==> src/rtl/hex_tick_counter.sv <==
// Single hex digit up/down counter stepped by rising edges of a slow tick
// level sampled on clk_in, with load, enable, wrap pulses and 7-seg output.
module hex_tick_counter #(
    parameter int MAX_COUNT = 15
) (
    input  logic       clk_in,
    input  logic       Reset,
    input  logic       tick_in,
    input  logic       enable,
    input  logic       up_down,
    input  logic       load,
    input  logic [3:0] load_value,
    output logic [3:0] count,
    output logic       carry_out,
    output logic       borrow_out,
    output logic [6:0] seg_out
);

    localparam logic [3:0] MAX_VAL = 4'(MAX_COUNT);

    logic       sync_1_reg, sync_2_reg, tick_prev_reg;
    logic [3:0] count_reg, count_next;
    logic       carry_reg, carry_next;
    logic       borrow_reg, borrow_next;
    logic [6:0] seg_reg, seg_next;
    logic       step;

    // Two-flop synchroniser plus one delayed copy for rising-edge detection
    always_ff @(posedge clk_in or posedge Reset) begin
        if (Reset) begin
            sync_1_reg    <= 1'b0;
            sync_2_reg    <= 1'b0;
            tick_prev_reg <= 1'b0;
        end else begin
            sync_1_reg    <= tick_in;
            sync_2_reg    <= sync_1_reg;
            tick_prev_reg <= sync_2_reg;
        end
    end

    assign step = sync_2_reg & ~tick_prev_reg;

    always_comb begin
        count_next  = count_reg;
        carry_next  = 1'b0;
        borrow_next = 1'b0;
        if (load) begin
            // Out-of-range load values clamp to the terminal count
            count_next = (load_value > MAX_VAL) ? MAX_VAL : load_value;
        end else if (step && enable) begin
            if (up_down) begin
                if (count_reg == MAX_VAL) begin
                    count_next = 4'd0;
                    carry_next = 1'b1;
                end else begin
                    count_next = count_reg + 4'd1;
                end
            end else begin
                if (count_reg == 4'd0) begin
                    count_next  = MAX_VAL;
                    borrow_next = 1'b1;
                end else begin
                    count_next = count_reg - 4'd1;
                end
            end
        end
    end

    always_comb begin
        seg_next = 7'b1000000;
        case (count_reg)
            4'h0: seg_next = 7'b1000000;
            4'h1: seg_next = 7'b1111001;
            4'h2: seg_next = 7'b0100100;
            4'h3: seg_next = 7'b0110000;
            4'h4: seg_next = 7'b0011001;
            4'h5: seg_next = 7'b0010010;
            4'h6: seg_next = 7'b0000010;
            4'h7: seg_next = 7'b1111000;
            4'h8: seg_next = 7'b0000000;
            4'h9: seg_next = 7'b0010000;
            4'hA: seg_next = 7'b0001000;
            4'hB: seg_next = 7'b0000011;
            4'hC: seg_next = 7'b1000110;
            4'hD: seg_next = 7'b0100001;
            4'hE: seg_next = 7'b0000110;
            4'hF: seg_next = 7'b0001110;
            default: seg_next = 7'b1000000;
        endcase
    end

    always_ff @(posedge clk_in or posedge Reset) begin
        if (Reset) begin
            count_reg  <= 4'd0;
            carry_reg  <= 1'b0;
            borrow_reg <= 1'b0;
            seg_reg    <= 7'b1000000;
        end else begin
            count_reg  <= count_next;
            carry_reg  <= carry_next;
            borrow_reg <= borrow_next;
            seg_reg    <= seg_next;
        end
    end

    assign count      = count_reg;
    assign carry_out  = carry_reg;
    assign borrow_out = borrow_reg;
    assign seg_out    = seg_reg;

endmodule

==> config.mk <==
export PLATFORM = sky130hd
export DESIGN_NAME = hex_tick_counter
export DESIGN_NICKNAME = d
export VERILOG_FILES = /design/src/rtl/hex_tick_counter.sv
export SDC_FILE = /design/constraint.sdc
export NUM_CORES = 1
export LEC_CHECK = 0
export ABC_AREA = 1
export CAP_MARGIN = 25
export CORE_UTILIZATION = 51
export CTS_CLUSTER_DIAMETER = 60
export CTS_CLUSTER_SIZE = 12
export DETAILED_ROUTE_END_ITERATION = 10
export PLACE_DENSITY_LB_ADDON = 0.15
export SYNTH_ARGS = -nofsm -noshare
export SYNTH_HDL_FRONTEND = slang
export SYNTH_SLANG_ARGS = --single-unit
==> constraint.sdc <==
create_clock -name clk_in -period 3 [get_ports clk_in]
set_input_delay 0.45 -clock clk_in [delete_from_list [all_inputs] [get_ports clk_in]]
set_output_delay 0.45 -clock clk_in [all_outputs]
set_load 0.005 [all_outputs]
Yosys cells after proc, flatten, opt, wreduce, memory -nomap -nowiden. Memories as Yosys holds them, arrays and structs flattened. A register that Yosys moved wholly into a read port is not among the register bits. Cells that the tools add are included.

Magnitude comparators: 1. Bitwise logic cells: 2. Multiplexer cells: 14. $add $sub $neg: 2. Reductions and logical operators: 3. Eq/ne operators: 1.

Operators with widths (count): 4-bit two-way mux (6); 1-bit two-way mux (8); 4-bit by 1-bit adder with 4-bit output (second input constant) (1); 4-bit == test (second input constant) (1); 4-bit > comparator (second input constant) (1); 4-bit zero test (1); 4-bit by 1-bit subtractor with 4-bit output (second input constant) (1); 2-bit nonzero test (1); 1-bit AND (1); 1-bit logical AND (1); 1-bit NOT (1).

Memory bits (read-only): 112. Word-level logic and storage cells: 30. Bits of input ports: 10. Output and inout port bits: 13. Memories kept: 1. Flip-flop bits (word level): 9.

Memory list: (name not given) (words 16, bits a word 7, rd ports 1, clocked after Yosys merged registers in 1, wr ports 0, RTL line 71) `case (count_reg)`.

Longest topological paths before layout. Gate-level depths: netlist (run 1).

Word-level depth: 5. Mapped depth: 8. Gate-level depth less buffers: 8.

Least setup slack after synthesis (run 1). Ideal clock, no wire load.

Kind: register to register. From: reg count_reg[1] (netlist: count[1]). To: reg count_reg[2] (netlist: count[2]). Period minus slack after synthesis: 1394 ps. Arrival time: 1266 ps. Library setup time: 129 ps. Slack: 1606 ps. Stages on the path, launching flop included: 7. Buffers on the path: 0. Data required time: 2871 ps. Path through: dfrtp_1 -> ha_1 -> or2_2 -> nand3_1 -> nand3_1 -> nand2_1 -> o21ai_0.

Cells in the longest elaborated chain, start to end: 5. Elaborated cells on any way between the ends: 9. Those cells by class: 2 x add/sub; 1 x eq/ne; 5 x mux; 1 x reduce/logical.

Ends and longest elaborated chain: start, declared (RTL line 22) `logic [3:0] count_reg, count_next;`; start signal, assigned (RTL line 99) `count_reg <= count_next;`; 4-bit by 1-bit subtractor with 4-bit output, or another cell as far along (RTL line 63) `count_next = count_reg - 4'd1;`; 4-bit two-way mux (on tied branches) (RTL line 59, 52); 4-bit two-way mux (*) (RTL line 51) `if (up_down) begin`; 4-bit two-way mux (*) (RTL line 50) `end else if (step && enable) begin`; 4-bit two-way mux (*) (RTL line 47) `if (load) begin`.

Every way passes the cells marked *; elsewhere a longest branch is shown, timed or not. The select of a mux whose other input is x is not followed. A chain may end at the register's enable or synchronous reset.

Final worst setup path (run 1).
From: reg count_reg[3] (netlist: count[3]). To: out count[3].

RTL lines: end, declared (RTL line 13) `output logic [3:0] count,`.

No word-level cell between the ends.

==> results summary, run 1 <==
The flow ran to the end, but the final reports show violations. The final reports fail on design-rule violations. The number of gates resized after CTS was 0. The clock root buffer is sky130_fd_sc_hd__clkbuf_4. TritonCTS built the clock tree.

The met2 global-route usage is 0.3500. The register with the most flip-flops in the layout has 7 of them. The total global routing overflow came out at 0. The worst path arrival time came out at roughly 1600 ps. Setup violations remaining at the end of the flow were counted as 0. The clock tree buffer depth came out at 2. After synthesis, the mean cell area works out to a little over 8 µm². The proportion of synthesized chip area in sequential cells came out at 0.4440. The unique cell type count in the Yosys netlist is 21. The number of synthesized register bits came out at 16.

The via count came out at around 820. The startpoint-to-endpoint class of the critical path is register to output pin. The congestion estimate from routability-driven global placement came to about 0.87.

For the worst-skew pair, the clock arrives at the later sink with an insertion delay of 290 ps. The die footprint came out at ~0.0019 mm². For this design the ratio of total power to cell area is around 550 mW/mm². When the netlist entered floorplanning its net count stood at 125.

After synthesis the cells add up to slightly above 900 µm². The floorplan core area is 0.001577 mm². The antenna diode count is 0. Counting instances in the post-synthesis netlist gives the leading cell types as 21 x sky130_fd_sc_hd__nand2_1, 16 x sky130_fd_sc_hd__inv_1, 15 x sky130_fd_sc_hd__dfrtp_1. The number of fill cells in the layout is approximately 120. The number of flops mapped to enable cells by yosys came out at 0. During synthesis, Yosys emitted a total of 0 warnings. The number of iterations in the first detailed-routing pass is 9.

The final cycle utilization of the critical path came out at 0.6731. For the pin with the worst max-slew slack, the measured transition is around 590 ps. The commonest register cell after synthesis is sky130_fd_sc_hd__dfrtp_1. Prior to clock tree synthesis, the placed netlist has a worst setup slack of approximately 1300 ps.

The fraction of power consumed by the clock network is 0.224. Subtracting the final worst setup slack from the clock period gives 2019 ps. The number of remaining DRC errors came out at 2. The post-synthesis async set-or-reset flop share is 1.000. The number of antenna-violating nets in the routed design came out at 0.

The deepest level of the CTS H-tree is 1. The tightest slew margin relative to the limit came out at 0.6084. The number of placed instances with taps included came out at between 100 and 150. Detailed placement ended at an HPWL of approximately 1500 µm. The pin count of the biggest net entering global routing came out at 17. The die is between 40 and 50 µm tall. The required arrival time at the worst endpoint is 2550 ps.

In this run the horizontal extent of the chip is approximately 44 µm. The clock-pin slew reported for the worst setup and hold paths after clock tree synthesis came out at roughly 90 ps. The final critical-path setup slack is 980.8 ps.

Buffers inserted to repair hold after CTS numbered 0. The initial antenna violation count is 0. During I/O placement, the number of pins put on the boundary was 23.

The share of layout cells above drive strength 1 came out at 0.08271. The wire length of the first global-routing pass is 3284 µm. The setup skew after layout is roughly 4.5 ps. The stage delay of the slowest cell on the critical path came out at about 680 ps.

Sorting the synthesized cells by area gives the leading types as sky130_fd_sc_hd__dfrtp_1 41%, sky130_fd_sc_hd__nand2_1 8.7%, sky130_fd_sc_hd__ha_1 8.3%, sky130_fd_sc_hd__nand3_1 6.6%, sky130_fd_sc_hd__inv_1 6.6%. The TritonCTS buffer count is 3. The via count of the first global-routing pass came out at between 700 and 800. Hold timing on the final database bottoms out at a slack of roughly 370 ps. The initial core utilization is 0.5738. The analysis attributes to cell leakage a power of roughly 0.57 nW. The switching power share of the total is 0.3168. The count of final hold-check violations was 0. The initial detailed-routing violation count came out at 27. The number of buffer cells added on primary ports is 22. The number of buffers inserted by post-CTS setup repair is 0. The final standard cell count with taps included and fillers excluded is ~150. In the final routed layout, each cell accounts on average for around 13 µm. The global routing stage identified its most utilized layer as met2.

Setup total negative slack on the finished layout was measured at 0 ps. The global-route met3 utilization is 0.03673. The capturing element type of the critical path is an output pin. The relative area change from synthesis to final layout is 28.08%. The count of clock tree sinks is 16. Setup repair after global routing left no endpoint under its margin. The total routing usage reported by global routing is 0.2350. The cell family contributing the most delay on the critical path is flip-flops. In the post-synthesis netlist, the cell with the most instances is sky130_fd_sc_hd__nand2_1. The maximum achievable frequency came out at about 0.50 GHz. The share of total power dissipated in combinational logic is 0.321. The post-synthesis instance total is 109. In this run the core area contains 14 standard-cell rows. The path class of the tightest hold or removal check is register to register. The power share of the sequential group is 0.455. STA classifies the critical path startpoint as a register. The most area-hungry cell type in the Yosys netlist is sky130_fd_sc_hd__dfrtp_1. The power dissipated by switching net loads came out at 0.0002012 W. The final layout contains routed wiring with a total length of between 1500 and 2000 µm.

The worst-case IR drop observed on VDD is between 300 and 400 µV. The share of Yosys cell area claimed by the top area cell type came out at 0.4149. The max-cap check violation count is 0. For this run, global-route usage on met1 was measured as 0.3351. The final count of pins violating max slew is 0. Traced cell by cell, the critical path runs through clkdlybuf4s50_1.

In this run the worst path has a maximum fanout of 16. The slowest cell on the critical path is sky130_fd_sc_hd__dfrtp_1. Dividing the detail-routed via count by the number of cells gives approximately 5.5.

The internal power of the cells is 0.0004339 W. The worst path buffer plus inverter count is 1. The number of nets in the final layout is 150.
cell families (layout without fill, tap and decap cells):
| group | count (synthesis) | in the layout | share of synthesized area |
|---|---|---|---|
| AND/OR/NAND/NOR | 49 | 49 | 0.2518 |
| AO/OA/AOI/OAI | 20 | 20 | 0.1300 |
| adder cells (fa/ha/maj) | 6 | 6 | 0.08299 |
| buffers and inverters | 18 | 42 | 0.09129 |
| flip-flops | 16 | 16 | 0.4440 |
power by group through the flow:
stage               logic [W]  clock network (W)  registers [W]
finish               0.000204           0.000142       0.000289
global route         0.000229           0.000156       0.000294
CTS                  0.000205           0.000146       0.000288
detailed placement   0.000205                  0       0.000293
global placement     0.000202                  0       0.000291
floorplan            0.000119                  0       0.000281
layout by cell type, fill, tap and decap left out, drive strengths merged:
master         instances
o211ai                 2
clkbuf                 4
a21boi                 1
or2                    1
inv                   16
nand2                 22
o21ai                  7
a32oi                  1
nor2                  12
nand4                  1
clkdlybuf4s50         22
o31ai                  1
ha                     6
a21oi                  7
dfstp                  1
dfrtp                 15
a31o                   1
nand3                 13
worst paths after layout:
path	end	from	slack (ps)	depth (start not counted)
worst max-delay path	count[3]	count[3]$_DFFE_PP0P_	980	1
worst min-delay path	sync_2_reg$_DFF_PP0_	sync_1_reg$_DFF_PP0_	370	0
worst max register to register	count[2]$_DFFE_PP0P_	count[1]$_DFFE_PP0P_	1330	8
worst min register to register	sync_2_reg$_DFF_PP0_	sync_1_reg$_DFF_PP0_	370	0
max in group asynchronous	borrow_out$_DFF_PP0_	Reset	2100	2
min in group asynchronous	seg_out[3]$_DFF_PP0_	Reset	510	2
final cells by class:
type                       count  area [µm²]  area share
timing repair buffer          22       220.2      0.1901
tap                           16       20.02     0.01728
clock buffer                   4       36.28     0.03132
multi-input combinational     75       420.4      0.3629
sequential                    16       401.6      0.3467
inverter                      16       60.06     0.05184
per-stage QoR:
stage	area (µm²)	utilization	total power [W]
2_1_floorplan	904.6	-	0.0003999
6_report	1159	0.7349	0.0006351
3_5_place_dp	1122	0.7119	0.0004978
3_3_place_gp	1122	0.7119	0.0004932
5_1_grt	1159	0.7349	0.0006785
4_1_cts	1159	0.7349	0.0006396
metal layers:
metal / vias to the layer above / wire [µm]
li1: 401 / -
met1: 385 / 920
met2: 27 / 882
met3: 5 / 102
met4: 0 / 42
met5: - / 0
(Power assumes the default switching activity.)
==> run 2: changes to the inputs <==
- CORE_UTILIZATION: 51 -> 47
- clock period: 3 -> 2.1 ns (I/O delays scaled with it)
==> run 2 against run 1 <==
- the run now ends clean
- combinational power up 42%
- register-to-register slack worse by 840 ps
- global-route usage decreased by 2.7 points
- first-iteration DRC count is 22% lower
- die area increased by 8.1%
- non-clock buffer count stayed put
- via count decreased by 0.49%
- worst setup slack worse by 760 ps
- clock power up 45%
- critical path type unchanged
- highest routed layer unchanged
==> results summary, run 2 (synthesis results as in run 1) <==
Outcome: finished clean (was finished, violations left). The cell family with the largest share of critical-path delay is flip-flops (unchanged). The initial core utilization came to 0.5128 (was 0.5738).

The worst vdd rail ir drop came out at 393.8 µV (was 370.9 µV). The via count of the first global-routing pass came to 682 (was 730). The clock tree buffer depth is 2 (unchanged). The number of buffers inserted by post-CTS setup repair is 0 (unchanged). The max-cap check violation count is 0 (unchanged). The worst path arrival time came out at 1560 ps (was 1570 ps). The capturing element type of the critical path is an output pin (unchanged). The slowest cell on the critical path is sky130_fd_sc_hd__dfrtp_1 (unchanged).

The leakage power came out at 0.5654 nW (unchanged). The number of buffer cells added on primary ports came out at 22 (unchanged). The combinational share of power is 0.320 (was 0.321). The switching power share of the total was 0.3158 (was 0.3168). The floorplan row count is 15 (was 14).

Cell chain of the critical path: clkdlybuf4s50_1 (unchanged). The final critical path time including I/O delays and setup came out at 1876 ps. The pin count of the biggest net entering global routing was 17 (unchanged). The antenna diode count came to 0 (unchanged). The TritonCTS buffer count was 3 (unchanged). The count of final hold-check violations is 0 (unchanged). The final-layout setup total negative slack was 0 ps (unchanged). The via density per instance came to 5.152 (was 5.490). The number of antenna-violating nets in the routed design is 0 (unchanged).

The worst path buffer plus inverter count is 1 (unchanged). The CTS tree is done (unchanged). Of the available clock period, the critical path in the final layout requires 0.8932. The floorplan core area is 0.001764 mm² (was 0.001577 mm²). The final-layout worst hold slack is 365.9 ps (was 367.1 ps).

The startpoint type of the worst setup path is a register (unchanged). The startpoint-to-endpoint class of the critical path is register to output pin (unchanged). The register cell area after layout is 401.6 µm² (unchanged). The flip-flop count of the largest register, all copies and words added came out at 7 (unchanged).

The deepest level of the CTS H-tree was 1 (unchanged). The slew at the pin with the worst max-slew slack is 606.2 ps (was 586.7 ps). The leading cell type in the layout, fill and taps excluded is sky130_fd_sc_hd__clkdlybuf4s50_1 (unchanged). The wire length of the first global-routing pass is 3063 µm (was 3284 µm).

The number of nets in the final layout is 150 (unchanged). The total routing usage reported by global routing is 0.2075 (was 0.2350). The number of setup violations in the final report is 0 (unchanged). The overall die width was 45.87 µm (was 44.12 µm).

The final count of pins violating max slew came to 0 (unchanged). The number of buffers inserted by hold repair at cts came out at 0 (unchanged). The total global routing overflow is 0 (unchanged). The last weighted congestion value of the routability-driven placer came out at 0.9400 (was 0.8748).

The internal power of the cells came to 0.0006202 W (was 0.0004339 W). The vertical extent of the die came out at 45.87 µm (was 44.12 µm). The initial antenna violation count came out at 0 (unchanged). The number of remaining DRC errors came to 0 (was 2). The number of iterations in the first detailed-routing pass is 4 (was 9). The via count is 814 (was 818). The clock root buffer is sky130_fd_sc_hd__clkbuf_4 (unchanged).

The clock insertion delay at the later pin of the skew report was 290 ps (about the same). The die footprint came out at 0.002104 mm² (was 0.001946 mm²). The clock-pin slew reported for the worst setup and hold paths after clock tree synthesis was 90 ps (about the same). The depth of the most critical reg-to-reg path is 8 (unchanged). The area of the multi-input gates is 420.4 µm² (unchanged). The setup skew after layout came out at 10.58 ps (was 4.460 ps). The number of fill cells in the layout came out at 166 (was 117). The placed wire-length estimate after detailed placement was 1426 µm (was 1464 µm). The maximum achievable frequency is 0.5331 GHz. Highest-count cells in the layout ignoring fill and taps: 22 x sky130_fd_sc_hd__clkdlybuf4s50_1, 21 x sky130_fd_sc_hd__nand2_1, 16 x sky130_fd_sc_hd__inv_1 (unchanged). The post-detailed-routing wire length came out at 1890 µm (was 1948 µm).

The stage delay of the slowest cell on the critical path came to 670 ps (was 680 ps). The count of clock tree sinks is 16 (unchanged). The required arrival time at the worst endpoint came to 1780 ps (was 2550 ps).

The share of layout cells above drive strength 1 was 0.08271 (unchanged). The top fanout value on the critical path came to 13 (was 16). The power share of the sequential group came to 0.452 (was 0.455). The fraction of power consumed by the clock network came out at 0.227 (was 0.224). The path length in cells of the critical path came out at 1 (unchanged). The tightest slew margin relative to the limit is 0.5954 (was 0.6084). RSZ-0062 raised after global routing: false (unchanged). The mean routed wirelength per cell came to 11.96 µm (was 13.07 µm).

The worst hold path cell count came out at 0 (unchanged). The power dissipated by switching net loads came out at 0.0002862 W (was 0.0002012 W). The power density of the placed cells came to 774.8 mW/mm² (was 548.1 mW/mm²). The worst min-delay path class is register to register (unchanged).

The initial detailed-routing violation count is 21 (was 27). The relative area change from synthesis to final layout came out at 29.32% (was 28.08%). The count of boundary I/O pins came out at 23 (unchanged). The core utilization of the finished layout is 0.6631 (was 0.7349). The post-cts sizing count came out at 0 (unchanged).
## run 2: routing by layer
layer  global-route usage  routed length [µm]  part of all wire  up-vias
li1                     -                   -                 -      404
met1               0.2629                 833              0.44      379
met2               0.3324                 945              0.50       27
met3              0.03571                  86             0.046        4
met4               0.1118                  25             0.013        0
met5                    0                   0                 0        -
## run 2: final cells by class
class | count | area share
Clock buffer | 4 | 0.03102
Multi-Input combinational cell | 75 | 0.3594
Inverter | 16 | 0.05134
Timing Repair Buffer | 22 | 0.1882
Tap cell | 25 | 0.02674
Sequential cell | 16 | 0.3433
## run 2: power groups by stage
stage | Sequential [W] | Clock (W) | Combinational, W
global route | 0.000417 | 0.000225 | 0.000326
global placement | 0.000413 | 0 | 0.000287
CTS | 0.000409 | 0.000208 | 0.000290
detailed placement | 0.000416 | 0 | 0.000290
finish | 0.000410 | 0.000206 | 0.000290
floorplan | 0.000401 | 0 | 0.000170
## run 2: worst paths after layout
check                      slack, ps                    to            startpoint
hold reg to reg                  370  sync_2_reg$_DFF_PP0_  sync_1_reg$_DFF_PP0_
setup / recovery                 220              count[2]  count[2]$_DFFE_PP0P_
min in group asynchronous        380  borrow_out$_DFF_PP0_                 Reset
max in group asynchronous       1320   carry_out$_DFF_PP0_                 Reset
setup reg to reg                 490  count[2]$_DFFE_PP0P_  count[0]$_DFFE_PP0P_
hold / removal                   370  sync_2_reg$_DFF_PP0_  sync_1_reg$_DFF_PP0_
## run 2: stage by stage
step | instances | total power (W) | instance area, µm² | worst slack (ps)
after floorplan | 109 | 0.0005713 | 904.6 | 705.6
after global placement | 154 | 0.0006998 | 1134 | 492.5
after detailed placement | 154 | 0.0007051 | 1134 | 476.6
after CTS | 158 | 0.0009076 | 1170 | 226.9
after global routing | 158 | 0.0009674 | 1170 | 137.4
final | 158 | 0.0009064 | 1170 | 224.3
==> run 3: changes to the inputs <==
- CTS_BUF_LIST: not set -> sky130_fd_sc_hd__clkbuf_16
- CTS_CLUSTER_SIZE: 12 -> not set
==> run 3 against run 2 <==
- clock skew shrank 8.4 ps
- cell area is 3.6% higher
- critical path depth unchanged
- worst setup slack better by 59 ps
- die area did not move
- first-iteration DRC count down 29%
- highest routed layer unchanged
==> results summary, run 3 (synthesis results as in run 1) <==
The placed wire-length estimate after detailed placement is 1426 µm (unchanged). The antenna diode count is 0 (unchanged). The worst reg-to-reg setup slack is 490 ps (about the same).

The origin of the critical flop-to-flop path was count[0]$_DFFE_PP0P_ (unchanged). The clock-pin slew reported for the worst setup and hold paths after clock tree synthesis is 50 ps (was 90 ps). The cell family with the largest share of critical-path delay is flip-flops (unchanged).

The final critical-path setup slack was 283.1 ps (was 224.3 ps). The number of nets in the final layout came to 150 (unchanged). The die footprint came out at 0.002104 mm² (unchanged). The initial antenna violation count came out at 0 (unchanged).

The tightest slew margin relative to the limit is 0.5956 (was 0.5954). The relative area change from synthesis to final layout is 34.02% (was 29.32%). The first element of the critical path is count[2]$_DFFE_PP0P_ (unchanged). The number of buffers inserted by hold repair at cts came out at 0 (unchanged). The number of iterations in the first detailed-routing pass came to 5 (was 4).

The worst min-delay path class is register to register (unchanged). The final count of pins violating max slew is 0 (unchanged). The floorplan core area is 0.001764 mm² (unchanged). The power density of the placed cells is 882.5 mW/mm² (was 774.8 mW/mm²).

The final-layout setup total negative slack is 0 ps (unchanged). The last weighted congestion value of the routability-driven placer is 0.9400 (unchanged). The wire length of the first global-routing pass came to 3077 µm (was 3063 µm). The depth of the most critical reg-to-reg path is 8 (unchanged).

The TritonCTS buffer count came out at 3 (unchanged). Outcome: finished clean (unchanged). The clock tree buffer depth is 2 (unchanged).

The clock insertion delay at the later pin of the skew report came out at 240 ps (was 290 ps). The via count of the first global-routing pass came to 700 (was 682). The number of buffer cells added on primary ports came out at 22 (unchanged).

The setup skew after layout came to 2.164 ps (was 10.58 ps). The startpoint-to-endpoint class of the critical path is register to output pin (unchanged). The number of buffers inserted by post-CTS setup repair came to 0 (unchanged). The clock root buffer was sky130_fd_sc_hd__clkbuf_16 (was sky130_fd_sc_hd__clkbuf_4). RSZ-0062 raised after global routing: false (unchanged). The worst path buffer plus inverter count came out at 1 (unchanged). The top fanout value on the critical path came out at 13 (unchanged). The number of remaining DRC errors is 0 (unchanged). The post-cts sizing count is 0 (unchanged). The total power was 0.001070 W (was 0.0009064 W). The floorplan row count is 15 (unchanged).

The stage delay of the slowest cell on the critical path is 660 ps (was 670 ps). The final critical path time including I/O delays and setup came out at 1817 ps (was 1876 ps). The maximum achievable frequency was 0.5504 GHz (was 0.5331 GHz). The worst vdd rail ir drop came out at 449.1 µV (was 393.8 µV). The leading cell type in the layout, fill and taps excluded is sky130_fd_sc_hd__clkdlybuf4s50_1 (unchanged). The destination of the worst register-to-register timing path is count[2]$_DFFE_PP0P_ (unchanged). The max-cap check violation count came out at 0 (unchanged).

The termination of the worst setup path is count[2] (unchanged). The total global routing overflow came out at 0 (unchanged). Highest-count cells in the layout ignoring fill and taps: 22 x sky130_fd_sc_hd__clkdlybuf4s50_1, 21 x sky130_fd_sc_hd__nand2_1, 16 x sky130_fd_sc_hd__inv_1 (unchanged). The via density per instance is 5.120 (was 5.152). Cell chain of the critical path: clkdlybuf4s50_1 (unchanged).

The initial detailed-routing violation count is 15 (was 21). The vertical extent of the die is 45.87 µm (unchanged). The slowest cell on the critical path was sky130_fd_sc_hd__dfrtp_1 (unchanged). The count of boundary I/O pins was 23 (unchanged).

The path length in cells of the critical path came out at 1 (unchanged). The initial core utilization is 0.5128 (unchanged). The startpoint type of the worst setup path is a register (unchanged).

The post-detailed-routing wire length came to 1889 µm (was 1890 µm). The via count is 809 (was 814). The share of layout cells above drive strength 1 was 0.07519 (was 0.08271). The capturing element type of the critical path was an output pin (unchanged). The count of final hold-check violations is 0 (unchanged).

The total routing usage reported by global routing is 0.2084 (was 0.2075). The worst path arrival time came out at 1500 ps (was 1560 ps). The final cycle utilization of the critical path was 0.8652 (was 0.8932).

The pin count of the biggest net entering global routing was 17 (unchanged). The minimum setup slack after placement is 476.6 ps (unchanged). The mean routed wirelength per cell came out at 11.96 µm (about the same). The number of setup violations in the final report came out at 0 (unchanged). The slew at the pin with the worst max-slew slack came to 605.9 ps (was 606.2 ps). The number of antenna-violating nets in the routed design was 0 (unchanged). The deepest level of the CTS H-tree is 1 (unchanged).

The flip-flop count of the largest register, all copies and words added was 7 (unchanged). The leakage power is 0.5830 nW (was 0.5654 nW). The overall die width is 45.87 µm (unchanged). The CTS tree is done (unchanged). The required arrival time at the worst endpoint came out at 1780 ps (about the same). The count of clock tree sinks came out at 16 (unchanged).
run 3: changes by cell type in the layout (fill, tap and decap cells not counted):
| cell | change |
|---|---|
| sky130_fd_sc_hd__clkbuf_16 | +3 |
| sky130_fd_sc_hd__clkbuf_4 | -3 |
| sky130_fd_sc_hd__clkbuf_8 | -1 |
| sky130_fd_sc_hd__clkinv_1 | +1 |
run 3: layout make-up:
type	instances	area, µm²
well taps	25	31.28
clock buffers	3	75.07
inverters	16	60.06
fillers	161	551.8
clock inverters	1	3.754
multi-input cells	75	420.4
flip-flops and latches	16	401.6
repair buffers	22	220.2
run 3: power by group:
| part | total (W) | leakage (nW) | internal [W] | switching [W] |
|---|---|---|---|---|
| clock network | 0.000368 | 0.0385 | 0.000252 | 0.000115 |
| registers | 0.000411 | 0.195 | 0.000360 | 0.0000518 |
| logic | 0.000291 | 0.349 | 0.000156 | 0.000135 |
| total | 0.00107 | 0.583 | 0.000768 | 0.000302 |
run 3: worst min path at each step:
| stage | startpoint | endpoint | slack [ps] | depth (start not counted) |
|---|---|---|---|---|
| finish | sync_1_reg$_DFF_PP0_ | sync_2_reg$_DFF_PP0_ | 360 | 0 |
| global route | sync_1_reg$_DFF_PP0_ | sync_2_reg$_DFF_PP0_ | 370 | 0 |
| CTS | sync_1_reg$_DFF_PP0_ | sync_2_reg$_DFF_PP0_ | 360 | 0 |
| detailed placement | sync_1_reg$_DFF_PP0_ | sync_2_reg$_DFF_PP0_ | 350 | 0 |
| global placement | sync_1_reg$_DFF_PP0_ | sync_2_reg$_DFF_PP0_ | 340 | 0 |
| floorplan | Reset | borrow_out$_DFF_PP0_ | 230 | 1 |
run 3: through the flow:
step	cell area, µm²	cells	util	hold WS (ps)
4_1_cts	1212	158	0.6872	357.1
5_1_grt	1212	158	0.6872	367.0
3_3_place_gp	1134	154	0.6426	338.9
6_report	1212	158	0.6872	356.3
3_5_place_dp	1134	154	0.6426	346.5
2_1_floorplan	904.6	109	-	228.0
run 3: metal layers:
metal / GRT usage / vias up / wire (µm)
met5: 0 / - / 0
met4: 0.1235 / 0 / 23
met3: 0.03571 / 4 / 78
met2: 0.3324 / 27 / 951
met1: 0.2604 / 375 / 836
li1: - / 403 / -
